===== config.mk =====
export PLATFORM = sky130hd
export DESIGN_NAME = timing_nco
export DESIGN_NICKNAME = d
export VERILOG_FILES = /design/src/rtl/msk_timing_pkg.sv /design/src/rtl/timing_step_sat.sv /design/src/rtl/timing_nco.sv
export SDC_FILE = /design/constraint.sdc
export NUM_CORES = 1
export LEC_CHECK = 0
export BUFFER_PORTS_ARGS = -buffer_cell sky130_fd_sc_hd__buf_2
export CAP_MARGIN = 40
export CORE_ASPECT_RATIO = 0.75
export CORE_MARGIN = 1.5
export CORE_UTILIZATION = 45
export DETAILED_ROUTE_END_ITERATION = 8
export PLACE_DENSITY = 0.66
export SLEW_MARGIN = 5
export SYNTH_ARGS = -nofsm -noshare
export SYNTH_HDL_FRONTEND = slang
export SYNTH_SLANG_ARGS = --single-unit

===== constraint.sdc =====
create_clock -name clk -period 8.38 [get_ports clk]
set_input_delay 0.838 -clock clk [delete_from_list [all_inputs] [get_ports clk]]
set_output_delay 0.838 -clock clk [all_outputs]
set_load 0.01 [all_outputs]

===== src/rtl/msk_timing_pkg.sv =====
// Shared constants and types for the MSK symbol timing recovery path.
// Accumulator and step are fixed point: INT_W.MU_W raw samples.
package msk_timing_pkg;

    localparam int OSF   = 20;
    localparam int MU_W  = 27;
    localparam int INT_W = 5;
    localparam int ACC_W = INT_W + MU_W;

    typedef logic        [ACC_W-1:0] acc_t;
    typedef logic        [MU_W:0]    step_t;
    typedef logic signed [MU_W+1:0]  ctrl_t;
    typedef logic        [MU_W-1:0]  mu_t;

    localparam step_t ONE_SAMPLE   = step_t'(1 << MU_W);
    localparam acc_t  SYM_WRAP     = {OSF[INT_W-1:0], {MU_W{1'b0}}};
    localparam step_t STEP_MIN_DEF = step_t'(1 << (MU_W - 1));
    localparam step_t STEP_MAX_DEF = step_t'(3 << (MU_W - 1));

endpackage


===== src/rtl/timing_step_sat.sv =====
// Registered step = clamp(nominal + signed correction). The add is carried
// two bits wider than the step so both clamp directions see the true sum.
module timing_step_sat
    import msk_timing_pkg::*;
#(
    parameter step_t NOMINAL  = ONE_SAMPLE,
    parameter step_t STEP_MIN = STEP_MIN_DEF,
    parameter step_t STEP_MAX = STEP_MAX_DEF
) (
    input  logic  clk,
    input  logic  rst,
    input  logic  load_i,
    input  ctrl_t ctrl_i,
    output step_t step_o
);

    logic signed [MU_W+2:0] sum;
    logic signed [MU_W+2:0] lo;
    logic signed [MU_W+2:0] hi;
    step_t                  step_d;
    step_t                  step_q;

    assign lo  = signed'({2'b00, STEP_MIN});
    assign hi  = signed'({2'b00, STEP_MAX});
    assign sum = signed'({2'b00, NOMINAL}) + signed'({ctrl_i[MU_W+1], ctrl_i});

    always_comb begin
        step_d = sum[MU_W:0];
        if (sum < lo)
            step_d = STEP_MIN;
        else if (sum > hi)
            step_d = STEP_MAX;
    end

    always_ff @(posedge clk) begin
        if (!rst)
            step_q <= NOMINAL;
        else if (load_i)
            step_q <= step_d;
    end

    assign step_o = step_q;

endmodule


===== src/rtl/timing_nco.sv =====
// Interpolator-control NCO: one phase advance per valid raw sample, strobing
// at each symbol wrap with the residual phase as the interpolator delay.
module timing_nco
    import msk_timing_pkg::*;
#(
    parameter acc_t  INIT_PH  = '0,
    parameter int    CNT_W    = 16,
    parameter step_t STEP_MIN = STEP_MIN_DEF,
    parameter step_t STEP_MAX = STEP_MAX_DEF
) (
    input  logic             clk,
    input  logic             rst,
    input  logic             en_i,
    input  logic             iq_raw_val_i,
    input  ctrl_t            loop_ctrl_i,
    input  logic             loop_val_i,
    input  acc_t             ph_load_i,
    input  logic             ph_load_val_i,
    output logic [INT_W-1:0] phase_int_o,
    output mu_t              mu_o,
    output logic             phase_val_o,
    output logic             sym_valid_o,
    output logic [CNT_W-1:0] sym_cnt_o
);

    step_t            step_q;
    acc_t             acc_q, acc_d, acc_adv, load_red;
    logic [ACC_W:0]   sum_s;
    logic             wrap, adv;
    logic [INT_W-1:0] pi_q, pi_d;
    mu_t              mu_q, mu_d;
    logic             pv_q, pv_d, sv_q, sv_d;
    logic [CNT_W-1:0] cnt_q, cnt_d;

    // Step register updates take effect on the advance after they are captured.
    timing_step_sat #(
        .NOMINAL (ONE_SAMPLE),
        .STEP_MIN(STEP_MIN),
        .STEP_MAX(STEP_MAX)
    ) u_step (
        .clk   (clk),
        .rst   (rst),
        .load_i(loop_val_i),
        .ctrl_i(loop_ctrl_i),
        .step_o(step_q)
    );

    assign adv   = en_i & iq_raw_val_i;
    assign sum_s = {1'b0, acc_q} + {{INT_W{1'b0}}, step_q};
    assign wrap  = sum_s >= {1'b0, SYM_WRAP};
    // True residual always fits ACC_W bits, so modular subtract is exact.
    assign acc_adv  = wrap ? (sum_s[ACC_W-1:0] - SYM_WRAP) : sum_s[ACC_W-1:0];
    assign load_red = (ph_load_i >= SYM_WRAP) ? (ph_load_i - SYM_WRAP) : ph_load_i;

    always_comb begin
        acc_d = acc_q;
        pv_d  = 1'b0;
        sv_d  = 1'b0;
        pi_d  = pi_q;
        mu_d  = mu_q;
        cnt_d = cnt_q;
        if (ph_load_val_i) begin
            acc_d = load_red;
            pv_d  = adv;
        end else if (adv) begin
            acc_d = acc_adv;
            pv_d  = 1'b1;
            if (wrap) begin
                sv_d         = 1'b1;
                {pi_d, mu_d} = acc_adv;
                cnt_d        = cnt_q + 1'b1;
            end
        end
    end

    always_ff @(posedge clk) begin
        if (!rst) begin
            acc_q <= INIT_PH;
            pv_q  <= 1'b0;
            sv_q  <= 1'b0;
            pi_q  <= '0;
            mu_q  <= '0;
            cnt_q <= '0;
        end else begin
            acc_q <= acc_d;
            pv_q  <= pv_d;
            sv_q  <= sv_d;
            pi_q  <= pi_d;
            mu_q  <= mu_d;
            cnt_q <= cnt_d;
        end
    end

    assign phase_int_o = pi_q;
    assign mu_o        = mu_q;
    assign phase_val_o = pv_q;
    assign sym_valid_o = sv_q;
    assign sym_cnt_o   = cnt_q;

endmodule


Word-level counts from Yosys, hierarchy flattened
Index checks and enable logic that the tools add are counted.
{"block": "totals", "register_bits": 110, "output_inout_bits": 50, "wordCells": 32, "input_bits": 67}
{"block": "classes", "n_lt_le_gt_ge": 4, "n_addsub": 5, "reduce_logical": 3, "muxes": 9, "n_bitwise": 4}
{"op": "32-bit 2-to-1 mux", "count": 4}
{"op": "32-bit subtractor (second input constant)", "count": 2}
{"op": "28-bit 2-to-1 mux", "count": 2}
{"op": "32-bit by 28-bit adder with 33-bit output", "count": 1}
{"op": "33-bit by 32-bit greater-or-equal comparator with 1-bit output (second input constant)", "count": 1}
{"op": "32-bit greater-or-equal comparator (second input constant)", "count": 1}
{"op": "29-bit by 29-bit adder with 30-bit output (first input constant)", "count": 1}
{"op": "30-bit by 29-bit > comparator with 1-bit output (second input constant)", "count": 1}
{"op": "30-bit by 28-bit < comparator with 1-bit output (second input constant)", "count": 1}
{"op": "16-bit by 1-bit adder with 16-bit output (second input constant)", "count": 1}
{"op": "1-bit 2-to-1 mux", "count": 3}
{"op": "1-bit NOT", "count": 3}
{"op": "3-bit AND reduction", "count": 1}
{"op": "3-bit OR reduction", "count": 1}
{"op": "2-bit nonzero test", "count": 1}
{"op": "1-bit bitwise AND", "count": 1}

Longest topological paths before layout
Gate-level depths: netlist of run 1.
{"block": "logic_depth", "ltp_word": 5, "ltp_mapped": 18, "depth_no_buf": 16}

Cells and area by module
Synthesis of run 1 repeated with hierarchy kept, for this count alone.
{"block": "hier_totals", "hier_cells": 869, "hier_area_um2": 6864.1}
{"mod": "timing_nco", "n_inst": 1, "seq_area_each_um2": 1641.6, "cells_each": 724, "area_each_um2": 5599.1}
{"mod": "timing_step_sat", "n_inst": 1, "seq_area_each_um2": 560.5, "cells_each": 145, "area_each_um2": 1265.0}

Least setup slack after synthesis of run 1
No wires, ideal clock.
{"block": "synth_path", "path_kind": "register to register", "startpoint": "register acc_q[0]", "endpoint": "register cnt_q[5] (netlist: sym_cnt_o[5])", "stages_incl_launch_ff": 17, "arrival_time_ps": 3734, "setup_time_ps": 70, "synth_period_minus_slack_ps": 3805, "setup_slack_ps": 4575, "n_path_buf": 0, "required_time_ps": 8310, "cell_sequence": "dfxtp_1 -> ha_1 -> fa_1 -> a21oi_1 -> o211ai_4 -> a31oi_4 -> a2111oi_2 -> nor2_1 -> nor2_1 -> xor2_1 -> inv_1 -> ha_1 -> nand2b_1 -> o21ai_1 -> o21ai_2 -> or4_1 -> a21oi_1"}
{"block": "synth_between", "elab_chain_len": 3}
{"element": "start, declared", "line": "timing_nco.sv:27", "source": "acc_t acc_q, acc_d, acc_adv, load_red;"}
{"element": "start signal, assigned", "line": "timing_nco.sv:78", "source": "acc_q <= INIT_PH;"}
{"element": "start signal, assigned", "line": "timing_nco.sv:85", "source": "acc_q <= acc_d;"}
{"element": "32-bit by 28-bit adder with 33-bit output", "line": "timing_nco.sv:49", "source": "assign sum_s = {1'b0, acc_q} + {{INT_W{1'b0}}, step_q};"}
{"element": "33-bit by 32-bit greater-or-equal comparator with 1-bit output", "line": "timing_nco.sv:50", "source": "assign wrap = sum_s >= {1'b0, SYM_WRAP};"}
{"element": "3-bit AND reduction (no source line)"}
{"element": "end signal, assigned", "line": "timing_nco.sv:90", "source": "cnt_q <= cnt_d;"}
{"element": "end, declared", "line": "timing_nco.sv:33", "source": "logic [CNT_W-1:0] cnt_q, cnt_d;"}
Every way passes these cells.
A chain may end at the register's enable or synchronous reset.

Worst setup path after layout of run 1
{"block": "layout_path", "startpoint": "register u_step.step_q[0] (netlist: u_step.step_o[0])", "endpoint": "register cnt_q[5] (netlist: sym_cnt_o[5])"}
{"block": "layout_between", "elab_chain_len": 3}
{"element": "start, declared", "line": "timing_step_sat.sv:21", "source": "step_t step_q;"}
{"element": "start signal, assigned", "line": "timing_step_sat.sv:39", "source": "step_q <= step_d;"}
{"element": "32-bit by 28-bit adder with 33-bit output", "line": "timing_nco.sv:49"}
{"element": "33-bit by 32-bit greater-or-equal comparator with 1-bit output", "line": "timing_nco.sv:50"}
{"element": "3-bit AND reduction (no source line)"}
Every way passes these cells.

==> results of run 1 <==
## critical path, cell delays in order, from the launching register on
cell       delay [ps]
dfxtp_1           340
ha_1              240
fa_1              270
a21oi_1           140
o211ai_4          370
a31oi_4           170
a2111oi_2         460
nor2_1            140
nor2_1            130
xor2_1            280
inv_1             100
ha_1              240
nand2b_1          150
o21ai_1           350
o21ai_4           100
buf_4             380
or4_1             590
a21oi_1           140
## state kept, by name (all words and copies together) (netlist names)
register       cells
acc_q             32
u_step.step_o     28
mu_o              27
sym_cnt_o         16
phase_int_o        5
phase_val_o        1
sym_valid_o        1
## final timing paths
path	startpoint	end	slack (ps)	depth (start not counted)
max	u_step.step_o[0]	sym_cnt_o[5]	3680	17
min	mu_o[21]	mu_o[21]	480	2
max reg2reg	u_step.step_o[0]	sym_cnt_o[5]	3680	17
min reg2reg	mu_o[21]	mu_o[21]	480	2
## stage by stage
step           area [µm²]  setup WS (ps)
2_1_floorplan        6680           4580
3_3_place_gp         7350           3860
3_5_place_dp         7360           3730
4_1_cts              7680           3710
5_1_grt              7680           3260
6_report             7680           3680
## cell usage in the layout (no fill, tap or decap), types with 9 or more instances in the layout
cell         n
a21o_1       9
a21oi_1    119
and2_1      10
and3_1       9
buf_2      116
clkbuf_16    9
dfxtp_1    110
ha_1        32
inv_1       14
mux2i_1     31
nand2_1     77
nand3_1     18
nand4_1      9
nor2_1     123
nor2b_1     27
nor3_1      10
nor4_1      11
o211ai_1     9
o21ai_0     34
or3_1       10
xnor2_1     10
xor2_1      13
## routing by layer
metal,track usage,wire (µm)
met5,0,0
met4,0.0751,377
met3,0.0416,1230
met2,0.375,7950
met1,0.393,10000
## final cells by class
cell class,instances,area [µm²]
inverter,15,56.3
clock inverter,6,77.6
clock buffer,10,239
timing repair buffer,123,633
tap,200,250
sequential,110,2200
multi-input combinational,675,4220
fill,1443,6820
## kinds of logic after synthesis
family	count (synthesis)	share of synthesized area
AO/OA/AOI/OAI	252	0.246
buffers and inverters	63	0.0399
multiplexers	32	0.0482
adder cells (fa/ha/maj)	33	0.0630
flip-flops	110	0.330
XOR/XNOR	23	0.0302
AND/OR/NAND/NOR	335	0.243
## power by group through the flow
| stage | clock network, µW | logic (µW) | registers (µW) |
|---|---|---|---|
| 2_1_floorplan | 0 | 124 | 556 |
| 3_5_place_dp | 0 | 183 | 559 |
| 4_1_cts | 465 | 184 | 547 |
| 6_report | 458 | 186 | 547 |
| 3_3_place_gp | 0 | 183 | 559 |
| 5_1_grt | 486 | 206 | 549 |
==> impl_metrics.csv, run 1 <==
group,metric,value,unit
setup_path,setup.worst_path.class,"reg -> reg",
synthesis,synth_cell_types,79,
setup_path,cp_max_fo,61,
final_layout,syn_to_final_growth,15.0,%
flow_run,cap_violations,0,
clocking,clock_sinks,110,
sta,layout_min_cycle_time,4700,ps
setup_path,cp.required,8670,ps
routing,drtPass1Iterations,4,
routing,drtIter0Drc,495,
sta,setup_total_negative_slack,0,ps
routing,drc,0,
setup_path,startpoint_type,"flip-flop",
synthesis,synth-async-reset-ratio,0,
power,leakage,0.00339,µW
grt,grt.overflow.total,0,
synthesis,ys_seq_area_frac,0.330,
sta,setup_viol,0,
sta,whs,482,ps
sta,relSlewSlack,0.443,
synthesis,avgSynthCellArea,7.87,µm²
sta,hold_viol,0,
power,power_frac_clock,0.385,
power,p_comb_frac,0.156,
clocking,cts_tree,"done",
die,rows,38,
synthesis,yosysTopAreaCell,"dfxtp_1",
clocking,cts.path.max_buffers,2,
final_layout,drive_gt1_frac,0.178,
placed_design,port_buffers,116,
routing,wl,19.6,mm
die,die_area,15600,µm²
routing,wl_per_cell,17.2,µm
routing,antenna_left,0,
setup_path,worst-endpoint-arrival,4990,ps
sta,maxSlewViolCount,0,
synthesis,synth_nets,948,
clocking,cts.reportedPaths.clkPinSlew,80,ps
synthesis,netlist_area,6680,µm²
power,p_sw,341,µW
synthesis,ys_ff_latch,110,
clocking,cts-resized-gates,0,
power,power_frac_seq,0.459,
hold_path,hold_path_class,"reg -> reg",
die,fp.dieW,144,µm
sta,fin_crit_sh,0.560,
routing,via_count,6461,
die,ioPinCount,117,
clocking,ctsHtreeMaxLevel,3,
synthesis,synth_edf_count,0,
synthesis,synth_common_cells,"123 x nor2_1, 119 x a21oi_1, 110 x dfxtp_1, 77 x nand2_1, 34 x o21ai_0",
clocking,insertion_delay,360,ps
power,power.density,155,nW/µm²
grt,grt_max_degree,62,
clocking,cts_buffers,9,
sta,tightestPinTransition,830,ps
sta,finalClockSkew,10.6,ps
clocking,cts_hold_buf,0,
synthesis,synth_top_cell_area_share,0.330,
final_layout,final_cells,1139,
final_layout,diodes,0,
power,irDropWorstVdd,0.143,mV
setup_path,cp-end-kind,"flip-flop",
die,core,14500,µm²
sta,rsz0062_at_grt,"false",
routing,avgViaCountPerCell,5.67,
grt,grt_pass1_wl,31.3,mm
placed_design,gp_congestion,0.932,
placed_design,dp_hpwl,14.5,mm
synthesis,synthFlopType,"dfxtp_1",
clocking,cts-root-buf,"clkbuf_16",
die,die_height,108,µm
power,internal-power,850,µW
clocking,postCtsSetupBuffers,0,
synthesis,yosys_warnings,0,
synthesis,yosys-top-cells-area,"dfxtp_1 33%, a21oi_1 8.9%, nor2_1 6.9%, ha_1 6.0%, mux2i_1 4.6%",
power,sw_frac_of_total,0.286,
final_layout,nets,1034,
synthesis,syn_inst,848,
power,power,1190,µW
grt,antenna_found_initial,0,
status,outcome,"finished clean",
sta,fmax,213,MHz
grt,grt_util_all_layers,0.260,
final_layout,final_util,0.530,
placed_design,place_inst,1123,
grt,grt_pass1_vias,5870,
synthesis,synth_most_common_cell,"nor2_1",
die,start_util,0.460,
Power figures use the tool's default switching activity.
==> inputs of run 2 (changes only) <==
PLACE_DENSITY = 0.69   (was 0.66)
clock period = 4.3 ns   (was 8.38 ns; I/O delays follow)
==> impl_metrics.csv, run 2 (synthesis results as in run 1) <==
group,metric,value,unit
power,leakage,0.00352,µW
grt,grt_util_all_layers,0.263,
sta,fmax,246,MHz
grt,grt-busiest-layer,"met2",
final_layout,nets,1056,
final_layout,final_common_cell,"nor2_1",
final_layout,syn_to_final_growth,18.6,%
hold_path,min_from,"ph_load_i[9]",
power,p_sw,667,µW
clocking,cts-root-buf,"clkbuf_16",
sta,setup_viol,0,
setup_path,setup.worst_path.class,"reg -> reg",
setup_path,reg2reg_depth,14,
routing,avgViaCountPerCell,5.70,
die,fp.dieW,144,µm
power,power_frac_seq,0.446,
power,power.density,302,nW/µm²
placed_design,place_area,7530,µm²
setup_path,cp-endpoint,"sym_cnt_o[11]",
final_layout,num-fill-cells,1398,
die,rows,38,
final_layout,design_area,7920,µm²
clocking,cts.reportedPaths.clkPinSlew,80,ps
final_layout,regMostFlops,"acc_q",
die,die_area,15600,µm²
die,die_height,108,µm
final_layout,layout_common_cells,"123 x nor2_1, 118 x a21oi_1, 116 x buf_2, 110 x dfxtp_1, 77 x nand2_1",
clocking,cts_buffers,9,
sta,tightestPinTransition,654,ps
clocking,ctsHtreeMaxLevel,3,
setup_path,crit_start,"u_step.step_o[0]",
grt,grt.overflow.total,0,
placed_design,gp_congestion,0.905,
grt,met3_usage,0.0545,
routing,wl,20.0,mm
sta,hold_viol,0,
grt,grt_max_degree,56,
final_layout,drive_gt1_frac,0.203,
die,ioPinCount,117,
routing,via_count,6613,
routing,antenna_left,0,
grt,grt_pass1_wl,32.0,mm
power,internal-power,1730,µW
clocking,cts.path.max_buffers,2,
clocking,cts_tree,"done",
setup_path,rrSetupSlack,240,ps
setup_path,cp-end-kind,"flip-flop",
routing,drtIter0Drc,522,
flow_run,cap_violations,0,
hold_path,hold_path_class,"in -> reg",
routing,drc,0,
power,irDropWorstVdd,0.204,mV
placed_design,dp_hpwl,14.8,mm
status,outcome,"finished clean",
power,sw_frac_of_total,0.278,
setup_path,worst-endpoint-arrival,4370,ps
die,start_util,0.460,
sta,finalClockSkew,7.24,ps
clocking,clock_sinks,110,
sta,maxSlewViolCount,0,
placed_design,port_buffers,116,
clocking,cts_hold_buf,0,
clocking,insertion_delay,360,ps
grt,use_met2,0.399,
grt,grt_pass1_vias,6153,
routing,wl_per_cell,17.2,µm
sta,fin_crit_sh,0.944,
setup_path,startpoint_type,"flip-flop",
final_layout,final_util,0.546,
setup_path,r2r-end,"sym_cnt_o[11]",
sta,layout_min_cycle_time,4060,ps
die,core,14500,µm²
power,power_frac_clock,0.396,
final_layout,largest_reg_flops,32,
sta,relSlewSlack,0.559,
final_layout,multiInputGateArea,4260,µm²
setup_path,cp.required,4610,ps
routing,drtPass1Iterations,5,
setup_path,worstReg2RegStart,"u_step.step_o[0]",
final_layout,diodes,0,
power,p_comb_frac,0.158,
final_layout,register_area,2200,µm²
grt,antenna_found_initial,0,
setup_path,cp_max_fo,16,
grt,grtUsageMet1,0.372,
run 2: cell types whose count changed in the layout (fill, tap and decap cells not counted), sizes merged:
cell / previous run / this run
clkinv: 2 / 1
bufinv: 1 / 2
buf: 123 / 145
run 2: per-stage QoR:
step,setup WS (ps),TNS [ps],hold WS (ps),power (µW),cells
6_report,240,0,294,2390,1161
5_1_grt,-30.7,-134,298,2490,1161
4_1_cts,102,0,294,2400,1160
3_5_place_dp,170,0,466,1460,1144
3_3_place_gp,218,0,443,1450,1143
2_1_floorplan,495,0,467,1330,848
run 2: cell type report:
cell class / count / share of cell area
clock inverter: 6 / 0.0123
inverter: 15 / 0.00711
tap: 200 / 0.0316
clock buffer: 10 / 0.0302
sequential: 110 / 0.278
timing repair buffer: 145 / 0.102
multi-input combinational: 675 / 0.538
run 2: worst min path at each step:
stage / end / depth (start not counted)
floorplan: u_step.step_o[27] / 2
global placement: mu_o[21] / 2
detailed placement: mu_o[21] / 2
CTS: acc_q[4] / 3
global route: acc_q[8] / 3
finish: acc_q[9] / 3
run 2: critical path, cell delays in order, from the launching register on:
cell and delay, ps:
dfxtp_1 310, ha_1 250, fa_1 440, a21o_1 200, a21oi_1 190, xnor2_1 140, or4_1 540, nor4_2 250
and4_1 290, nand4_2 150, nor4_4 270, o21ai_4 200, buf_4 230, or4_1 460, nand2_1 70
run 2: per-layer routing:
layer	wire length, µm	vias up	share of wire
met1	9540	3046	0.48
met4	531	0	0.027
met5	0	-	0
met2	8450	259	0.42
li1	-	3269	-
met3	1490	39	0.074
run 2: what timing repair did:
action,in CTS,in global routing
buffers inserted,0,1
resized for setup,0,7
setup endpoints to repair,0,45
run 2: power by group through the flow:
| stage | Sequential, µW | Combinational (µW) | Clock (µW) |
|---|---|---|---|
| finish | 1070 | 378 | 949 |
| global route | 1070 | 416 | 1000 |
| CTS | 1070 | 370 | 958 |
| detailed placement | 1090 | 367 | 0 |
| global placement | 1090 | 363 | 0 |
| floorplan | 1080 | 243 | 0 |
